[config.mk]
export PLATFORM = sky130hd
export DESIGN_NAME = rf_write_arbiter
export DESIGN_NICKNAME = d
export VERILOG_FILES = /design/src/rtl/rf_write_arbiter.sv
export SDC_FILE = /design/constraint.sdc
export NUM_CORES = 1
export LEC_CHECK = 0
export BUFFER_PORTS_ARGS = -buffer_cell sky130_fd_sc_hd__clkbuf_2
export CAP_MARGIN = 30
export CORE_MARGIN = 10
export CORE_UTILIZATION = 40
export DETAILED_ROUTE_END_ITERATION = 7
export HOLD_SLACK_MARGIN = 0.06
export PLACE_DENSITY_LB_ADDON = 0.25
export SLEW_MARGIN = 20
export SYNTH_ARGS = -nofsm -noshare
export SYNTH_HDL_FRONTEND = slang
export SYNTH_SLANG_ARGS = --single-unit
[constraint.sdc]
create_clock -name clk -period 1.86 [get_ports clk]
set_clock_uncertainty 0.2 [all_clocks]
set_input_delay 0.372 -clock clk [delete_from_list [all_inputs] [get_ports clk]]
set_output_delay 0.372 -clock clk [all_outputs]
set_load 0.05 [all_outputs]
[src/rtl/rf_write_arbiter.sv]
// Round-robin arbiter sharing the single register-file write port among N_REQ
// writeback sources, with a registered output stage driving the file directly.
module rf_write_arbiter #(
  parameter  int WIDTH  = 32,
  parameter  int ADDR_W = 5,
  parameter  int N_REQ  = 2,
  localparam int IDX_W  = (N_REQ > 1) ? $clog2(N_REQ) : 1
) (
  input  logic                      clk,
  input  logic                      rst,
  input  logic                      stall,
  input  logic [N_REQ-1:0]          req_valid,
  input  logic [N_REQ*ADDR_W-1:0]   req_addr,
  input  logic [N_REQ*WIDTH-1:0]    req_data,
  output logic [N_REQ-1:0]          req_ready,
  output logic [ADDR_W-1:0]         write_addr,
  output logic [WIDTH-1:0]          write_data,
  output logic                      rf_en,
  output logic [IDX_W-1:0]          last_grant,
  output logic                      conflict
);

  logic [N_REQ-1:0][ADDR_W-1:0] addr_v;
  logic [N_REQ-1:0][WIDTH-1:0]  data_v;
  logic [IDX_W-1:0]             ptr;
  logic [IDX_W-1:0]             gnt_idx;
  logic [IDX_W-1:0]             cand;
  logic [IDX_W-1:0]             ptr_nxt;
  logic                         gnt_any;
  logic                         accept;
  logic                         multi_vld;
  int                           off;

  assign addr_v = req_addr;
  assign data_v = req_data;

  // Scan from the highest rotation offset down so the nearest valid index
  // at or after the pointer is the one left standing.
  always_comb begin
    gnt_any = 1'b0;
    gnt_idx = '0;
    cand    = '0;
    off     = 0;
    for (int k = N_REQ - 1; k >= 0; k--) begin
      off  = (int'(ptr) + k) % N_REQ;
      cand = IDX_W'(off);
      if (req_valid[cand]) begin
        gnt_any = 1'b1;
        gnt_idx = cand;
      end
    end
  end

  // Grant never looks at addr/data, so a write to x0 is still consumed.
  assign accept    = gnt_any & ~stall & ~rst;
  assign multi_vld = |(req_valid & (req_valid - 1'b1));
  assign ptr_nxt   = (gnt_idx == IDX_W'(N_REQ - 1)) ? '0 : gnt_idx + 1'b1;

  always_comb begin
    req_ready = '0;
    if (accept) req_ready[gnt_idx] = 1'b1;
  end

  always_ff @(posedge clk or posedge rst) begin
    if (rst) begin
      ptr        <= '0;
      last_grant <= '0;
      rf_en      <= 1'b0;
      write_addr <= '0;
      write_data <= '0;
      conflict   <= 1'b0;
    end else begin
      conflict <= multi_vld & ~stall;
      if (accept) begin
        ptr        <= ptr_nxt;
        last_grant <= gnt_idx;
        write_addr <= addr_v[gnt_idx];
        write_data <= data_v[gnt_idx];
        rf_en      <= |addr_v[gnt_idx];
      end else begin
        rf_en      <= 1'b0;
      end
    end
  end

endmodule

==> impl_metrics.tcl <==
set metrics [dict create \
    maxSlewHeadroom 0.6020 \
    ff_latch_area_um2 1026 \
    multi_input_area_um2 827.0 \
    yosysWarnings 0 \
    grt_use_total 0.1528 \
    wire_per_inst_um 15.71 \
    synth_top_cell_area_share 0.4997 \
    cts_tree "yes" \
    seq_area_frac_synth 0.4997 \
    vias_per_cell 4.953 \
    drc 0 \
    start_util 0.4072 \
    ant_nets 0 \
    slowest_delay_ns 0.43 \
    drive_gt1_frac 0.4394 \
    maxSlewViolCount 0 \
    clk_latency_ns 0.29 \
    fin_tns_setup_ns 0 \
    crit_required_ns 1.29 \
    synth_seq_cells 41 \
    syn_nets 305 \
    path_buf_inv 2 \
    cts_buffers 5 \
    setup_violations 0 \
    critPathTopFamily "flip-flops" \
    synth_cell_types 23 \
    worst-setup-path-type "reg -> out" \
    dpl.hpwl_um 5212 \
    core_region_area_um2 5042 \
    power_mw 2.846 \
    yosysTopAreaCell "dfrtp_1" \
    syn_to_final_growth_pct 46.07 \
    mostFrequentLayoutCells "118 x clkbuf_2, 41 x dfrtp_1, 34 x o21ai_0" \
    path_max_fanout 3 \
    portBuffers 120 \
    nNetsFinal 433 \
    period_needed_ns 1.856 \
    critPathCaptureType "output pin" \
    vdd_drop_max_mv 0.4712 \
    die_area_um2 8399 \
    synth_flop_cell "dfrtp_1" \
    ys_top_cells_by_area "dfrtp_1 50%, o211ai_1 12%, o21ai_0 8.3%, nand3_1 7.8%, inv_1 6.4%" \
    synth_area_per_cell_um2 9.085 \
    first_pass_iters 4 \
    fill_cells 462 \
    hold_violations 0 \
    grt_max_degree 33 \
    dp.cells 413 \
    htreeDepth 2 \
    tightest_slew_ns 0.5934 \
    routed_wl_um 6675 \
    clock_sinks 41 \
    antenna_found_initial 0 \
    netlist_area_um2 2053 \
    finalCoreUtilization 0.5948 \
    powerDensity_nw_per_um2 948.9 \
    hold_end "write_data[10]$_DFFE_PP0P_" \
    grt_pass1_wl_um 10740 \
    synthArstFlopShare 1.000 \
    fmax_mhz 538.9 \
    worstHoldStart "req_data[42]" \
    hp-class "in -> reg" \
    crit_chain "a211oi_4, nand2_2, inv_2, buf_12" \
    root_buffer "clkbuf_8" \
    grt_overflow 0 \
    reg2reg_depth 5 \
    num_antenna_cells 0 \
    vias 2105 \
    placementRows 26 \
    reg2reg_from "ptr$_DFFE_PP0P_" \
    start_kind "register" \
    cts.path.max_buffers 2 \
    regToRegEndpoint "write_data[16]$_DFFE_PP0P_" \
    cp_slowest_cell "dfrtp_1" \
    die_h_um 91.65 \
    whs_path_depth 3 \
    maxCapViolations 0 \
    die_x_um 91.65 \
    ios 121 \
    drtIter0Drc 44 \
    grt_pass1_vias 2199 \
    gp_congestion 0.7700 \
    syn_inst 226 \
    finalCritPeriodShare 0.9976 \
    timing.reg2reg.setup_slack_ns 0.20 \
    outcome "finished, final reports clean" \
    clk_pin_slew_worst_paths_ns 0.08 \
    final_common_cell "clkbuf_2" \
    p_leak_nw 1.533 \
    cp.arrival_ns 1.28 \
    rsz0062_at_grt "yes" \
    stdcell_count 425 \
    synth-edff-count 0 \
]
-- cells by family (layout without fill, tap and decap cells) --
| kind of cell | Yosys count | after routing | share of synthesized area |
|---|---|---|---|
| buf+inv | 55 | 184 | 0.1109 |
| compound gates | 83 | 83 | 0.2736 |
| simple gates | 47 | 47 | 0.1158 |
| flops | 41 | 41 | 0.4997 |
-- report_power, final --
| part | leakage [nW] | internal, mW | switching, mW | total (mW) |
|---|---|---|---|---|
| Combinational | 0.986 | 0.327 | 0.836 | 1.16 |
| Sequential | 0.502 | 1.04 | 0.0828 | 1.13 |
| Clock | 0.0450 | 0.260 | 0.296 | 0.556 |
-- cells in the mapped netlist (all sizes together) (2+ instances only) --
master and count:
inv 35, clkbuf 10, o211ai 32, or4 2, o22a 4, a311o 4, nand3 33, o21ai 34
nand2 4, a21boi 4, dfrtp 41, buf 10, nor2 6
-- worst min-delay path: stages --
cell	delay, ns
clkbuf_2	0.08
inv_1	0.04
o211ai_1	0.08
-- timing repair --
item | 4_1_cts | 5_1_grt
pin swaps | 1 | 2
endpoints found under the setup margin | 1 | 2
buffers inserted | 1 | 2
resized for setup | 0 | 4
hold buffers | 1 | 0
endpoints found under the hold margin | 12 | 0
-- metrics by stage --
step,hold WS (ns),setup WS (ns),area [um^2]
after global routing,0.1219,-0.04569,2999
after global placement,0.2313,0.1919,2867
after CTS,0.1195,0.003474,2967
final,0.1226,0.004393,2999
after floorplan,0.2384,0.001972,2059
after detailed placement,0.2368,0.1651,2867
-- how the worst max path moves through the flow --
| stage | start | to | slack, ns | cells after the start |
|---|---|---|---|---|
| after floorplan | req_valid[0] | req_ready[1] | 0.002 | 6 |
| after global placement | stall | write_addr[2]$_DFFE_PP0P_ | 0.19 | 4 |
| after global routing | ptr$_DFFE_PP0P_ | req_ready[0] | -0.05 | 4 |
| after detailed placement | req_valid[1] | write_addr[1]$_DFFE_PP0P_ | 0.17 | 7 |
| final | ptr$_DFFE_PP0P_ | req_ready[0] | 0.004 | 4 |
| after CTS | ptr$_DFFE_PP0P_ | req_ready[1] | 0.003 | 4 |
-- area by class of cell --
type                    instances  area share
flip-flops and latches         41      0.3421
repair buffers                141      0.2803
multi-input cells             130      0.2758
inverters                      35     0.04506
well taps                      70     0.02920
clock buffers                   6     0.02420
clock inverters                 2    0.003338
-- registers in the layout, summed over array words and instances, names as in the netlist --
signal      count
last_grant      1
rf_en           1
write_data     32
ptr             1
write_addr      5
conflict        1
-- metal layers --
layer	routed length, um	GRT usage
met1	2849	0.1778
met2	3159	0.2547
met3	588	0.06275
met4	78	0.03916
met5	0	0
Note: power is estimated with default switching activity, not from simulation.
